File: src/rtl/ysyx_22041071_lsu_pkg.sv
// Shared constants for the load/store unit: RV funct3/opcode encodings,
// FSM state encoding and the default physical memory base.
package ysyx_22041071_lsu_pkg;

    localparam logic [6:0] OPC_LOAD  = 7'b0000011;
    localparam logic [6:0] OPC_STORE = 7'b0100011;

    localparam logic [2:0] F3_LB  = 3'b000;
    localparam logic [2:0] F3_LH  = 3'b001;
    localparam logic [2:0] F3_LW  = 3'b010;
    localparam logic [2:0] F3_LD  = 3'b011;
    localparam logic [2:0] F3_LBU = 3'b100;
    localparam logic [2:0] F3_LHU = 3'b101;
    localparam logic [2:0] F3_LWU = 3'b110;

    localparam logic [2:0] F3_SB = 3'b000;
    localparam logic [2:0] F3_SH = 3'b001;
    localparam logic [2:0] F3_SW = 3'b010;
    localparam logic [2:0] F3_SD = 3'b011;

    localparam logic [63:0] MEM_BASE_DEFAULT = 64'h8000_0000;

    typedef enum logic [1:0] {
        LSU_IDLE = 2'd0,
        LSU_REQ  = 2'd1,
        LSU_WAIT = 2'd2,
        LSU_OUT  = 2'd3
    } lsu_state_e;

    // Number of bytes touched by an access of the given funct3 (1, 2, 4 or 8).
    function automatic logic [3:0] access_bytes(input logic [2:0] funct3);
        return 4'd1 << funct3[1:0];
    endfunction

endpackage

File: src/rtl/ysyx_22041071_lsu_align.sv
// Combinational lane steering: store data/strobe generation and load
// lane selection with sign/zero extension.
module ysyx_22041071_lsu_align
    import ysyx_22041071_lsu_pkg::*;
#(
    parameter int XLEN = 64,
    localparam int STRB_W = XLEN / 8,
    localparam int OFF_W = $clog2(STRB_W)
) (
    input  logic [2:0]        st_funct3,
    input  logic [OFF_W-1:0]  st_off,
    input  logic [XLEN-1:0]   st_wdata,
    output logic [XLEN-1:0]   st_data,
    output logic [STRB_W-1:0] st_strb,
    input  logic [2:0]        ld_funct3,
    input  logic [OFF_W-1:0]  ld_off,
    input  logic [XLEN-1:0]   ld_rdata,
    output logic [XLEN-1:0]   ld_data
);

    // Offset bits below the access size are dropped, so an unaligned
    // access lands on the enclosing naturally aligned lane.
    function automatic logic [OFF_W-1:0] trunc_off(input logic [2:0] f3, input logic [OFF_W-1:0] off);
        logic [OFF_W-1:0] mask;
        mask = OFF_W'(access_bytes(f3) - 4'd1);
        return off & ~mask;
    endfunction

    logic [OFF_W-1:0] st_aoff;
    logic [OFF_W-1:0] ld_aoff;
    logic [OFF_W:0]   st_end;
    logic             st_legal;
    logic [XLEN-1:0]  ld_shift;

    assign st_aoff  = trunc_off(st_funct3, st_off);
    assign st_end   = {1'b0, st_aoff} + (OFF_W+1)'(access_bytes(st_funct3));
    assign st_legal = !st_funct3[2] && ((st_funct3[1:0] != 2'b11) || (XLEN == 64));
    assign st_data  = st_wdata << {st_aoff, 3'b000};

    for (genvar gi = 0; gi < STRB_W; gi++) begin : g_strb
        assign st_strb[gi] = st_legal
                          && ((OFF_W+1)'(gi) >= {1'b0, st_aoff})
                          && ((OFF_W+1)'(gi) < st_end);
    end

    assign ld_aoff  = trunc_off(ld_funct3, ld_off);
    assign ld_shift = ld_rdata >> {ld_aoff, 3'b000};

    always_comb begin
        ld_data = '0;
        case (ld_funct3)
            F3_LB:  ld_data = XLEN'($signed(ld_shift[7:0]));
            F3_LH:  ld_data = XLEN'($signed(ld_shift[15:0]));
            F3_LW:  ld_data = XLEN'($signed(ld_shift[31:0]));
            F3_LBU: ld_data = XLEN'(ld_shift[7:0]);
            F3_LHU: ld_data = XLEN'(ld_shift[15:0]);
            F3_LWU: if (XLEN == 64) ld_data = XLEN'(ld_shift[31:0]);
            F3_LD:  if (XLEN == 64) ld_data = ld_shift;
            default: ld_data = '0;
        endcase
    end

endmodule

File: src/rtl/ysyx_22041071_lsu.sv
// Load/store unit between EX and WB: one instruction per handshake, word
// requests with byte strobes, variable-latency responses, held output register.
// Optional misaligned-access trap: define YSYX_22041071_MISALIGN_TRAP_EN.
module ysyx_22041071_lsu
    import ysyx_22041071_lsu_pkg::*;
#(
    parameter int XLEN = 64,
    parameter logic [XLEN-1:0] MEM_BASE = XLEN'(MEM_BASE_DEFAULT),
    parameter int IDX_W = 61
) (
    input  logic                clk,
    input  logic                reset,
    input  logic                in_valid,
    output logic                in_ready,
    input  logic [XLEN-1:0]     in_pc,
    input  logic [31:0]         in_ins,
    input  logic                in_ld,
    input  logic                in_st,
    input  logic [2:0]          in_funct3,
    input  logic [XLEN-1:0]     in_addr,
    input  logic [XLEN-1:0]     in_wdata,
    input  logic [4:0]          in_rd,
    input  logic                in_reg_w_en,
    output logic                mem_req_valid,
    input  logic                mem_req_ready,
    output logic                mem_req_we,
    output logic [IDX_W-1:0]    mem_req_idx,
    output logic [XLEN-1:0]     mem_req_wdata,
    output logic [XLEN/8-1:0]   mem_req_wstrb,
    input  logic                mem_rsp_valid,
    input  logic [XLEN-1:0]     mem_rsp_rdata,
    output logic                out_valid,
    input  logic                out_ready,
    output logic [XLEN-1:0]     out_pc,
    output logic [31:0]         out_ins,
    output logic [4:0]          out_rd,
    output logic                out_reg_w_en,
    output logic [XLEN-1:0]     out_wb_data,
    output logic                out_exc,
    output logic [4:0]          fwd_rd,
    output logic                fwd_wen
);

    localparam int STRB_W = XLEN / 8;
    localparam int OFF_W  = $clog2(STRB_W);

    lsu_state_e state_reg, state_next;

    logic              ld_reg;
    logic [2:0]        funct3_reg;
    logic [OFF_W-1:0]  off_reg;
    logic              req_we_reg;
    logic [IDX_W-1:0]  req_idx_reg;
    logic [XLEN-1:0]   req_wdata_reg;
    logic [STRB_W-1:0] req_wstrb_reg;
    logic [XLEN-1:0]   out_pc_reg;
    logic [31:0]       out_ins_reg;
    logic [4:0]        out_rd_reg;
    logic              out_reg_w_en_reg;
    logic [XLEN-1:0]   out_wb_data_reg;
    logic              out_exc_reg;

    logic              accept;
    logic              is_mem;
    logic              misaligned;
    logic [XLEN-1:0]   st_data;
    logic [STRB_W-1:0] st_strb;
    logic [XLEN-1:0]   ld_data;

    assign accept = in_valid && (state_reg == LSU_IDLE);
    assign is_mem = in_ld || in_st;

`ifdef YSYX_22041071_MISALIGN_TRAP_EN
    logic [OFF_W-1:0] size_mask;
    assign size_mask  = OFF_W'(access_bytes(in_funct3) - 4'd1);
    assign misaligned = is_mem && |(in_addr[OFF_W-1:0] & size_mask);
`else
    assign misaligned = 1'b0;
`endif

    ysyx_22041071_lsu_align #(.XLEN(XLEN)) u_align (
        .st_funct3 (in_funct3),
        .st_off    (in_addr[OFF_W-1:0]),
        .st_wdata  (in_wdata),
        .st_data   (st_data),
        .st_strb   (st_strb),
        .ld_funct3 (funct3_reg),
        .ld_off    (off_reg),
        .ld_rdata  (mem_rsp_rdata),
        .ld_data   (ld_data)
    );

    always_comb begin
        state_next = state_reg;
        case (state_reg)
            LSU_IDLE: if (in_valid) state_next = (is_mem && !misaligned) ? LSU_REQ : LSU_OUT;
            LSU_REQ:  if (mem_req_ready) state_next = ld_reg ? LSU_WAIT : LSU_OUT;
            LSU_WAIT: if (mem_rsp_valid) state_next = LSU_OUT;
            LSU_OUT:  if (out_ready) state_next = LSU_IDLE;
            default:  state_next = LSU_IDLE;
        endcase
    end

    always_ff @(posedge clk) begin
        if (reset) begin
            state_reg        <= LSU_IDLE;
            ld_reg           <= 1'b0;
            funct3_reg       <= '0;
            off_reg          <= '0;
            req_we_reg       <= 1'b0;
            req_idx_reg      <= '0;
            req_wdata_reg    <= '0;
            req_wstrb_reg    <= '0;
            out_pc_reg       <= '0;
            out_ins_reg      <= '0;
            out_rd_reg       <= '0;
            out_reg_w_en_reg <= 1'b0;
            out_wb_data_reg  <= '0;
            out_exc_reg      <= 1'b0;
        end else begin
            state_reg <= state_next;
            // Identity fields go straight into the output register; they are
            // only visible once the FSM reaches OUT.
            if (accept) begin
                out_pc_reg       <= in_pc;
                out_ins_reg      <= in_ins;
                out_rd_reg       <= in_rd;
                out_reg_w_en_reg <= in_reg_w_en && !misaligned;
                out_wb_data_reg  <= is_mem ? '0 : in_addr;
                out_exc_reg      <= misaligned;
                if (is_mem && !misaligned) begin
                    ld_reg        <= in_ld;
                    funct3_reg    <= in_funct3;
                    off_reg       <= in_addr[OFF_W-1:0];
                    req_we_reg    <= !in_ld;
                    req_idx_reg   <= IDX_W'((in_addr - MEM_BASE) >> OFF_W);
                    req_wdata_reg <= st_data;
                    req_wstrb_reg <= in_ld ? '0 : st_strb;
                end
            end
            if ((state_reg == LSU_WAIT) && mem_rsp_valid) begin
                out_wb_data_reg <= ld_data;
            end
        end
    end

    assign in_ready      = (state_reg == LSU_IDLE);
    assign out_valid     = (state_reg == LSU_OUT);
    assign mem_req_valid = (state_reg == LSU_REQ);
    assign mem_req_we    = req_we_reg;
    assign mem_req_idx   = req_idx_reg;
    assign mem_req_wdata = req_wdata_reg;
    assign mem_req_wstrb = req_wstrb_reg;
    assign out_pc        = out_pc_reg;
    assign out_ins       = out_ins_reg;
    assign out_rd        = out_rd_reg;
    assign out_reg_w_en  = out_reg_w_en_reg;
    assign out_wb_data   = out_wb_data_reg;
    assign out_exc       = out_exc_reg;
    assign fwd_rd        = in_rd;
    assign fwd_wen       = in_reg_w_en;

endmodule

File: config.mk
export PLATFORM = sky130hd
export DESIGN_NAME = ysyx_22041071_lsu
export DESIGN_NICKNAME = d
export VERILOG_FILES = /design/src/rtl/ysyx_22041071_lsu_pkg.sv /design/src/rtl/ysyx_22041071_lsu_align.sv /design/src/rtl/ysyx_22041071_lsu.sv
export SDC_FILE = /design/constraint.sdc
export NUM_CORES = 1
export LEC_CHECK = 0
export CORE_AREA = 8 8 230 232
export CTS_CLUSTER_SIZE = 20
export DETAILED_ROUTE_END_ITERATION = 8
export DIE_AREA = 0 0 238 240
export PLACE_DENSITY = 0.64
export SLEW_MARGIN = 10
export SYNTH_ARGS = -nofsm -noshare
export SYNTH_HDL_FRONTEND = slang
export SYNTH_HIERARCHICAL = 1
export SYNTH_SLANG_ARGS = --single-unit
File: constraint.sdc
create_clock -name clk -period 6.8 [get_ports clk]
set_input_delay 1.02 -clock clk [delete_from_list [all_inputs] [get_ports clk]]
set_output_delay 1.02 -clock clk [all_outputs]
set_load 0.02 [all_outputs]
==> results_dict.tcl <==
set metrics [dict create \
    pin_count 615 \
    hold_path_depth 2 \
    finClkSkew_ps 17.53 \
    wirelength_mm 75.18 \
    arrival_ps 4530 \
    rows 82 \
    slowest_stage "clkdlybuf4s50_1" \
    fmax_mhz 246.8 \
    synthMostInstantiatedCell "nand2_1" \
    r2r_cells 9 \
    rsz0062_at_grt "no" \
    power_density_nw_per_um2 306.8 \
    syn_avg_cell_area_um2 7.582 \
    synthDominantCellAreaShare_pct 39.92 \
    fin_util_pct 46.71 \
    hp-start "out_ins[24]" \
    final.setup.worst_slack_ps 2749 \
    yosysTopAreaCell "dfxtp_1" \
    grt_pass1_wl_mm 107.6 \
    slowest_delay_ps 700 \
    hpwl_mm 55.56 \
    r2r-end "out_wb_data[57]" \
    clk_pin_slew_ps 60 \
    initial_core_util_pct 31.34 \
    io_buffers 613 \
    nets 2843 \
    drv_cap 0 \
    first_pass_iters 8 \
    tritoncts "built" \
    vias 17552 \
    coreArea_um2 49450 \
    multi_input_area_um2 8504 \
    yosysUniqueCellTypes 67 \
    cpMostUsedCell "a21oi_1" \
    gp_congestion 0.9501 \
    synth_top_cells_by_count "nand2_1 (589), dfxtp_1 (309), a21oi_1 (244)" \
    p_leak_nw 8.174 \
    async_flop_share_pct 0 \
    grt_pass1_vias 16644 \
    post-route-min-period_ps 4051 \
    worst_pin_slew_ps 1147 \
    hold_viol 0 \
    numCtsBuffers 38 \
    areaGrowthSynthToFinish_pct 49.04 \
    irDropWorstVdd_v 0.0001771 \
    clk_path_buf_depth 3 \
    path_max_fanout 38 \
    rrSetupSlack_ps 2970 \
    wire_per_inst_um 23.27 \
    seq_area_um2 6186 \
    dp_slack_ps 2284 \
    ys_ff_latch 309 \
    status "finished clean" \
    crit_chain "clkdlybuf4s50_1 > nor2_1 > nand2_1 > clkinv_2 > ha_1 > a21oi_1 > xnor2_1 > nand2b_1 > a21oi_1 > a2111oi_0 > nand3b_1 > a21oi_1" \
    cp-end-kind "register" \
    worstPathRequired_ps 7280 \
    r2r_start "funct3_reg[1]" \
    die_x_um 238 \
    fp.dieH_um 240 \
    ys_seq_area_share_pct 39.92 \
    layout-drive-gt1-share_pct 4.661 \
    synth-edff-count 0 \
    drv_slew 0 \
    num-fill-cells 4901 \
    dp.cells 3163 \
    ctsRootBufferMaster "clkbuf_16" \
    ys_top_cells_by_area "dfxtp_1 (40%), nand2_1 (14%), a21oi_1 (7.9%)" \
    clk_latency_ps 570 \
    synth_warnings 6 \
    viasPerCell 5.432 \
    cts.sink_count 309 \
    max_slew_margin_pct 23.56 \
    htreeDepth 2 \
    antenna_found_initial 6 \
    setup-tns-final_ps 0 \
    critical_path.top_delay_family "buffers and inverters" \
    worstHoldEndpoint "out_ins[24]" \
    die_area_um2 57120 \
    cp_num_buf_inv 2 \
    start_kind "input port" \
    p_total_mw 7.086 \
    post-cts-setup-buffers 0 \
    setup-violations-final 0 \
    syn_area_um2 15500 \
    ctsResizeCount 0 \
    syn_nets 2356 \
    netlist_instances 2044 \
    cts_hold_buf 0 \
    synth_ff_type "dfxtp_1" \
    grt.overflow.total 0 \
    path_class "input port to register" \
    stdcell_count 3231 \
    grt_use_total_pct 24.42 \
    min_period_over_period_pct 59.58 \
    drtIter0Drc 1898 \
    route.antenna.remaining_nets 0 \
    grt_max_degree 132 \
    drc 0 \
    hold_path_class "register to register" \
]
[worst min-delay path, stage by stage, from the launching register on]
cell and delay (ps):
dfxtp_1 310, nand2_1 50, a21oi_1 50
[worst max-delay path by stage]
stage,from,end,cells past startpoint
6_report,in_funct3[1],mem_req_wstrb[2],12
5_1_grt,in_funct3[1],mem_req_wstrb[2],12
4_1_cts,in_funct3[1],mem_req_wstrb[2],12
3_5_place_dp,in_funct3[1],mem_req_wstrb[2],12
3_3_place_gp,in_funct3[1],mem_req_wstrb[2],12
2_1_floorplan,in_funct3[0],mem_req_wstrb[2],15
[kinds of logic after synthesis]
family                   after synthesis  synth area share (%)
AND/OR/NAND/NOR                      924                 25.50
other                                  1               0.02420
adder cells (fa/ha/maj)                7                0.5651
buffers and inverters                201                 5.563
multiplexers                          95                 6.863
AO/OA/AOI/OAI                        495                 20.89
flip-flops                           309                 39.92
XOR/XNOR                              12                0.6782
[area by class of cell]
type                       instances  area share, %
clock buffer                      53          4.713
inverter                          13         0.2167
timing repair buffer             635          27.36
multi-input combinational       1534          36.82
clock inverter                     9         0.4063
tap                              672          3.640
sequential                       309          26.78
antenna                            6        0.06501
[layout by cell type (no fill, tap or decap), drive strengths merged, types with 15 or more instances in the layout]
master / instances
clkdlybuf4s50: 612
nand2: 589
dfxtp: 309
a21oi: 244
nor2: 164
mux2i: 86
a222oi: 64
clkbuf: 53
nand3: 51
o21ai: 41
buf: 23
a211oi: 22
or4: 20
a311oi: 17
o221ai: 15
[through the flow]
step                      instance area (um2)  hold slack (ps)
after detailed placement                21900            445.9
after global placement                  21900            441.0
final                                   23100            451.5
after floorplan                         15500            441.7
after global routing                    23090            468.5
after CTS                               23080            453.7
[routing by layer]
metal  wire length, um  track usage [%]  vias to the layer above
li1                  -                -                     8164
met1             29970            29.54                     8380
met2             35780            40.93                      855
met3              6942            7.598                      147
met4              2441            8.113                        6
met5                43                0                        -
[report_power, final]
| group | switching [mW] | leakage, nW | internal (mW) |
|---|---|---|---|
| Clock | 0.830 | 0.578 | 1.15 |
| Combinational | 1.73 | 5.07 | 1.10 |
| Sequential | 0.181 | 2.52 | 2.10 |
No activity file was read; power rests on OpenSTA's default activity.
